### src/rtl/usr_pkg.sv
// Shared types for the universal shift register.
// Mode encodings, FSM states and a shift-mode helper.
package usr_pkg;

    typedef enum logic [2:0] {
        M_HOLD = 3'd0,
        M_SHR  = 3'd1,
        M_SHL  = 3'd2,
        M_LOAD = 3'd3,
        M_ROR  = 3'd4,
        M_ROL  = 3'd5,
        M_ASR  = 3'd6,
        M_RSVD = 3'd7
    } usr_mode_e;

    typedef enum logic {
        IDLE  = 1'b0,
        BURST = 1'b1
    } usr_state_e;

    // Modes that move bits and may therefore be repeated as a burst.
    function automatic logic is_shift_mode(input usr_mode_e m);
        return (m == M_SHR) || (m == M_SHL) || (m == M_ROR) ||
               (m == M_ROL) || (m == M_ASR);
    endfunction

endpackage

### src/rtl/usr_shift_core.sv
// Next-state datapath of the shift register.
// Pure combinational; used by single steps and bursts alike.
module usr_shift_core
    import usr_pkg::*;
#(
    parameter int WIDTH = 8
) (
    input  logic [WIDTH-1:0] q,
    input  usr_mode_e        mode,
    input  logic             din_msb,
    input  logic             din_lsb,
    input  logic [WIDTH-1:0] par_in,
    output logic [WIDTH-1:0] nxt
);

    // Select the next register value for the requested operation.
    always_comb begin
        nxt = q;
        case (mode)
            M_SHR:   nxt = {din_msb, q[WIDTH-1:1]};
            M_SHL:   nxt = {q[WIDTH-2:0], din_lsb};
            M_LOAD:  nxt = par_in;
            M_ROR:   nxt = {q[0], q[WIDTH-1:1]};
            M_ROL:   nxt = {q[WIDTH-2:0], q[WIDTH-1]};
            M_ASR:   nxt = {q[WIDTH-1], q[WIDTH-1:1]};
            default: nxt = q;
        endcase
    end

endmodule

### src/rtl/universal_shift_register.sv
// Universal shift register with counted burst mode.
// Holds the data register, the IDLE/BURST FSM and the down-counter.
module universal_shift_register
    import usr_pkg::*;
#(
    parameter int WIDTH = 8,
    parameter int CNT_W = $clog2(WIDTH + 1)
) (
    input  logic             clk,
    input  logic             rst,
    input  logic             en,
    input  logic [2:0]       mode,
    input  logic             din_msb,
    input  logic             din_lsb,
    input  logic [WIDTH-1:0] par_in,
    input  logic             burst_start,
    input  logic [CNT_W-1:0] burst_len,
    output logic [WIDTH-1:0] q,
    output logic             q_msb,
    output logic             q_lsb,
    output logic             busy,
    output logic             done
);

    localparam logic [CNT_W-1:0] MAX_LEN = CNT_W'(WIDTH);

    usr_state_e       state;
    usr_mode_e        bmode;
    usr_mode_e        mode_in;
    usr_mode_e        core_mode;
    logic [CNT_W-1:0] cnt;
    logic [CNT_W-1:0] len_c;
    logic [WIDTH-1:0] q_r;
    logic [WIDTH-1:0] q_nxt;

    assign mode_in = usr_mode_e'(mode);

    // Burst lengths beyond the register width saturate at the width.
    assign len_c = (burst_len > MAX_LEN) ? MAX_LEN : burst_len;

    // A running burst uses its captured mode, never the live input.
    assign core_mode = (state == BURST) ? bmode : mode_in;

    usr_shift_core #(
        .WIDTH (WIDTH)
    ) u_core (
        .q       (q_r),
        .mode    (core_mode),
        .din_msb (din_msb),
        .din_lsb (din_lsb),
        .par_in  (par_in),
        .nxt     (q_nxt)
    );

    // Register, FSM and burst counter; done is a one-cycle pulse.
    always_ff @(posedge clk) begin
        if (rst) begin
            q_r   <= '0;
            state <= IDLE;
            bmode <= M_HOLD;
            cnt   <= '0;
            busy  <= 1'b0;
            done  <= 1'b0;
        end else begin
            done <= 1'b0;
            case (state)
                IDLE: begin
                    if (en) begin
                        if (burst_start && is_shift_mode(mode_in)) begin
                            if (len_c == '0) begin
                                done <= 1'b1;
                            end else begin
                                state <= BURST;
                                bmode <= mode_in;
                                cnt   <= len_c;
                                busy  <= 1'b1;
                            end
                        end else begin
                            q_r <= q_nxt;
                        end
                    end
                end
                BURST: begin
                    if (en) begin
                        q_r <= q_nxt;
                        cnt <= cnt - 1'b1;
                        if (cnt == CNT_W'(1)) begin
                            state <= IDLE;
                            busy  <= 1'b0;
                            done  <= 1'b1;
                        end
                    end
                end
                default: state <= IDLE;
            endcase
        end
    end

    assign q     = q_r;
    assign q_msb = q_r[WIDTH-1];
    assign q_lsb = q_r[0];

endmodule

### config.mk
export PLATFORM = sky130hd
export DESIGN_NAME = universal_shift_register
export DESIGN_NICKNAME = d
export VERILOG_FILES = /design/src/rtl/usr_pkg.sv /design/src/rtl/usr_shift_core.sv /design/src/rtl/universal_shift_register.sv
export SDC_FILE = /design/constraint.sdc
export NUM_CORES = 1
export LEC_CHECK = 0
export ABC_AREA = 1
export CAP_MARGIN = 20
export CORE_UTILIZATION = 51
export DETAILED_ROUTE_END_ITERATION = 6
export PLACE_DENSITY_LB_ADDON = 0.12
export SKIP_CTS_REPAIR_TIMING = 1
export SYNTH_ARGS = -nofsm -noshare
export SYNTH_HDL_FRONTEND = slang
export SYNTH_SLANG_ARGS = --single-unit
### constraint.sdc
create_clock -name clk -period 2.7 [get_ports clk]
set_input_delay 0.27 -clock clk [delete_from_list [all_inputs] [get_ports clk]]
set_output_delay 0.27 -clock clk [all_outputs]
set_load 0.005 [all_outputs]
# After elaboration in Yosys (flattened, before gate mapping)
# Cells that the tools add are included.
# op_classes
bitwise_logic	2
reduce_logical	10
magnitude_cmp	1
n_addsub	1
eq_ne	18
mux	30
# ops
operator	count
one-hot mux 8 bit (6 select lines)	1
two-way mux 8 bit	3
two-way mux 4 bit	5
equality test 3 bit (second input constant)	6
one-hot mux 8 bit (2 select lines)	1
two-way mux 1 bit	15
!= test 2 bit (second input constant)	5
equality test 3 x 2 -> 1 bit (second input constant)	3
one-hot mux 4 bit (2 select lines)	1
AND reduction 4 bit	2
equality test 3 x 1 -> 1 bit (second input constant)	2
one-hot mux 1 bit (2 select lines)	3
AND reduction 5 bit	1
equality test 4 x 1 -> 1 bit (second input constant)	1
greater-than comparator 4 bit (second input constant)	1
logical NOT 4 bit	1
logical OR 1 bit	4
subtractor 4 x 1 -> 4 bit (second input constant)	1
two-way mux 3 bit	1
AND reduction 3 bit	1
!= test 2 x 1 -> 1 bit (second input constant)	1
inverter 1 bit	2
logical AND 1 bit	1
# totals
out_inout_bits	12
reg_bits	18
word_cells	68

# Logic depth before layout (Yosys ltp)
# depth
depth_word	9
ltp_mapped	11
mapped_depth_nobuf	10

# Modules after synthesis
# From an unflattened synthesis, not the netlist that was laid out.
# hier_totals
hier_cells	256
area_unflattened_um2	1611.5
# by_module_without_submodules
module	area_per_inst_um2	n_inst	cells_each
universal_shift_register	938.4	1	136
usr_shift_core	673.1	1	120

# Least setup slack after synthesis
# Ideal clock, no wire load.
# synth_timing
kind	register to register
startpoint	register state
endpoint	register q_r[1] (netlist: q[1])
t_arrival_ps	1160
required_time_ps	2583
path_stages_with_launch	10
slack_ps	1423
n_path_buf	2
setup_ps	117
path_cell_list	dfxtp_1 buf_6 inv_6 nand2_2 nand2_2 o211ai_2 nand2_2 buf_6 nor2_1 a21oi_2
# synth_via
elab_chain_len	6
word_cells_on_any_way	17
classes_between	eq/ne (9); mux (6); bitwise (1); reduce/logical (1)
# synth_lines
element	line	source
start, declared	universal_shift_register.sv:27	usr_state_e state;
start signal, assigned	universal_shift_register.sv:59	state <= IDLE;
start signal, assigned	universal_shift_register.sv:73	state <= BURST;
start signal, assigned	universal_shift_register.sv:88	state <= IDLE;
two-way mux 3 bit	universal_shift_register.sv:42	assign core_mode = (state == BURST) ? bmode : mode_in;
equality test 3 bit, or another cell as far along	usr_shift_core.sv:19	case (mode)
one-hot mux 8 bit (6 select lines)	usr_shift_core.sv:19	
two-way mux 8 bit	universal_shift_register.sv:69	if (burst_start && is_shift_mode(mode_in)) begin
two-way mux 8 bit	universal_shift_register.sv:68	if (en) begin
one-hot mux 8 bit (2 select lines)	universal_shift_register.sv:66	case (state)
end signal, assigned	universal_shift_register.sv:79	q_r <= q_nxt;
end signal, assigned	universal_shift_register.sv:85	q_r <= q_nxt;
end, declared	universal_shift_register.sv:33	logic [WIDTH-1:0] q_r;
# Parallel ways exist; a longest one is shown, timed or not. The select of a mux whose other input is x is not followed.
# A chain may end at the register's enable or synchronous reset.

# Worst setup path in the final report
# layout_timing
startpoint	register state
endpoint	register q_r[5] (netlist: q[5])
# The elaborated chain is that of the path after synthesis.

==> run_results.csv <==
group,metric,value,unit
sta,maxSlewViolCount,0,
setup_path,critical_path.startpoint,"state",
placed_design,portBuffers,32,
floorplan,fp.coreArea,0.00223,mm^2
route,vias,1308,
sta,fmax,0.590,GHz
synth,yosys.area.top_type,"dfxtp_1",
setup_path,r2r_cells,9,
synth,synth_xor_area_frac,0.00715,
clock_network,cts_buffers,3,
setup_path,r2r-end,"q[5]",
synth,netlist_top_cells_count,"nand2_1 (69), inv_1 (23), dfxtp_1 (18)",
setup_path,startpoint_type,"flop",
route,finalWirelength,2.82,mm
global_route,grtUsageTotal,0.248,
sta,min_period,1.70,ns
setup_path,cp_max_fo,16,
synth,synthMuxAreaShare,0,
clock_network,clk_latency,0.29,ns
clock_network,clk_pin_slew_worst_paths,0.11,ns
final_layout,post-route-util,0.703,
synth,synthSimpleGateAreaFrac,0.397,
sta,clock_skew,0.00158,ns
job,max_cap_violations,0,
setup_path,critical_path_class,"flop to flop",
sta,relSlewSlack,0.717,
placed_design,post-dp-hpwl,2.20,mm
outcome,status,"complete, no violations",
floorplan,ios,33,
final_layout,synthToLayoutAreaGrowth,28.1,%
route,drc,0,
synth,synth_compound_area_frac,0.164,
synth,ys.warnings.count,0,
power_and_ir_drop,p_leak,0.719,nW
setup_path,r2r-start,"state",
hold_path,hold_path.class,"flop to flop",
route,ant_nets,0,
sta,tightest_slew,0.424,ns
global_route,grt_pass1_vias,1192,
sta,post-route-period-util,0.628,
placed_design,place_congestion,0.869,
clock_network,clock_path_buffers,2,
route,via_per_inst,5.11,
hold_path,hp-start,"busy",
floorplan,fp.dieH,51.0,um
setup_path,worstSetupEndpointType,"flop",
clock_network,clockRootBuffer,"clkbuf_4",
final_layout,antenna_cells,0,
route,first_pass_iters,4,
global_route,antenna_found_initial,0,
clock_network,htree_levels,1,
setup_path,cp.arrival,1.89,ns
synth,synth.most_common_cell,"nand2_1",
synth,ys_top_cells_by_area,"dfxtp_1 (29%), nand2_1 (21%), inv_1 (7.0%)",
synth,synth-edff-count,0,
synth,ys_ff_latch,18,
sta,setup_viol,0,
global_route,grt_overflow,0,
synth,seq_area_frac_synth,0.294,
synth,syn_inst,198,
clock_network,tritoncts,"yes",
synth,syn-cell-area,0.00122,mm^2
hold_path,min_to,"busy",
route,wl_per_cell,11.0,um
sta,tns,0,ns
floorplan,initial_core_util,0.548,
clock_network,numClockSinks,18,
setup_path,reg2reg_slack,1.00,ns
route,drtIter0Drc,23,
global_route,grt_pass1_wl,4.92,mm
power_and_ir_drop,power_density,491,mW/mm^2
synth,synth_fp_nets,221,
synth,synth_top_area_share,0.294,
final_layout,drive_gt1_frac,0.105,
setup_path,cp.required,2.89,ns
sta,hold_viol,0,
final_layout,num-fill-cells,203,
final_layout,seqCellArea,360,um^2
global_route,grt_max_degree,17,
synth,synthAdderAreaFrac,0.0204,
floorplan,core.rowCount,17,
sta,rsz0062_at_grt,"no",
synth,synth_top_family_by_area,"simple AND/OR/NAND/NOR gates",
synth,synth_ff_type,"dfxtp_1",
power_and_ir_drop,vdd_drop_max,0.300,mV
synth,syn_area_per_cell,6.19,um^2
final_layout,multi_input_area,722,um^2
floorplan,dieArea,0.00260,mm^2
final_layout,nets,252,
floorplan,die_width,51.0,um
hold_path,hold_path_depth,2,
synth,ys_types,25,
synth,async_flop_share,0,
-- worst max path at each step --
stage,endpoint,slack (ns),cells after the start
global route,q[5],0.89,9
detailed placement,q[5],0.88,10
CTS,q[5],1.03,9
finish,q[5],1.00,9
global placement,q[5],0.95,10
floorplan,q[1],1.42,9
-- sequential cells by signal (all words and copies together) (netlist names) --
name   cells
busy       1
state      1
cnt        4
done       1
bmode      3
q          8
-- kinds of logic after synthesis --
logic type,after synthesis
compound gates,34
xor+xnor,1
simple gates,113
fa+ha+maj,2
flops,18
buf+inv,30
-- layout by cell type, fill, tap and decap left out, types with 2 or more instances in the layout --
master,instances
o21ai_0,11
clkbuf_4,3
clkdlybuf4s50_1,32
nand2_1,69
nand4_1,2
a21oi_2,3
a21oi_1,14
dfxtp_1,18
nand2_2,11
nor2_1,17
nand3_1,11
ha_1,2
inv_1,23
-- stage by stage --
step | setup slack, ns | cell area (um^2) | total power, W | hold WS [ns] | instances
after floorplan | 1.42 | 1220 | 0.000510 | 0.339 | 198
after CTS | 1.03 | 1570 | 0.000781 | 0.478 | 256
final | 1.00 | 1570 | 0.000771 | 0.473 | 256
after global placement | 0.951 | 1530 | 0.000598 | 0.447 | 252
after global routing | 0.892 | 1570 | 0.000825 | 0.503 | 256
after detailed placement | 0.877 | 1530 | 0.000609 | 0.461 | 252
-- worst max-delay path, stage by stage (launching register included) --
cell	delay, ns
dfxtp_1	0.60
inv_6	0.12
nand2_1	0.11
nand2_2	0.09
nand2_2	0.11
o211ai_2	0.09
nand2_2	0.24
nand2_1	0.11
nand2_1	0.08
a21oi_1	0.04
-- power breakdown --
part	leakage, nW	switching [W]	internal [W]
Combinational	0.550	0.000155	0.000126
Clock	0.0210	0.0000855	0.0000821
Sequential	0.148	0.0000281	0.000294
-- final cells by class --
type,instances,area share
tap,28,0.0223
inverter,24,0.0606
clock buffer,4,0.0231
timing repair buffer,32,0.204
multi-input combinational,150,0.460
sequential,18,0.230
-- routing by layer --
metal  routed length (um)  global-route usage
met2                 1370               0.452
met4                   17              0.0833
met3                  120              0.0298
met1                 1310               0.297
met5                    0                   0
Power figures use the tool's default switching activity.
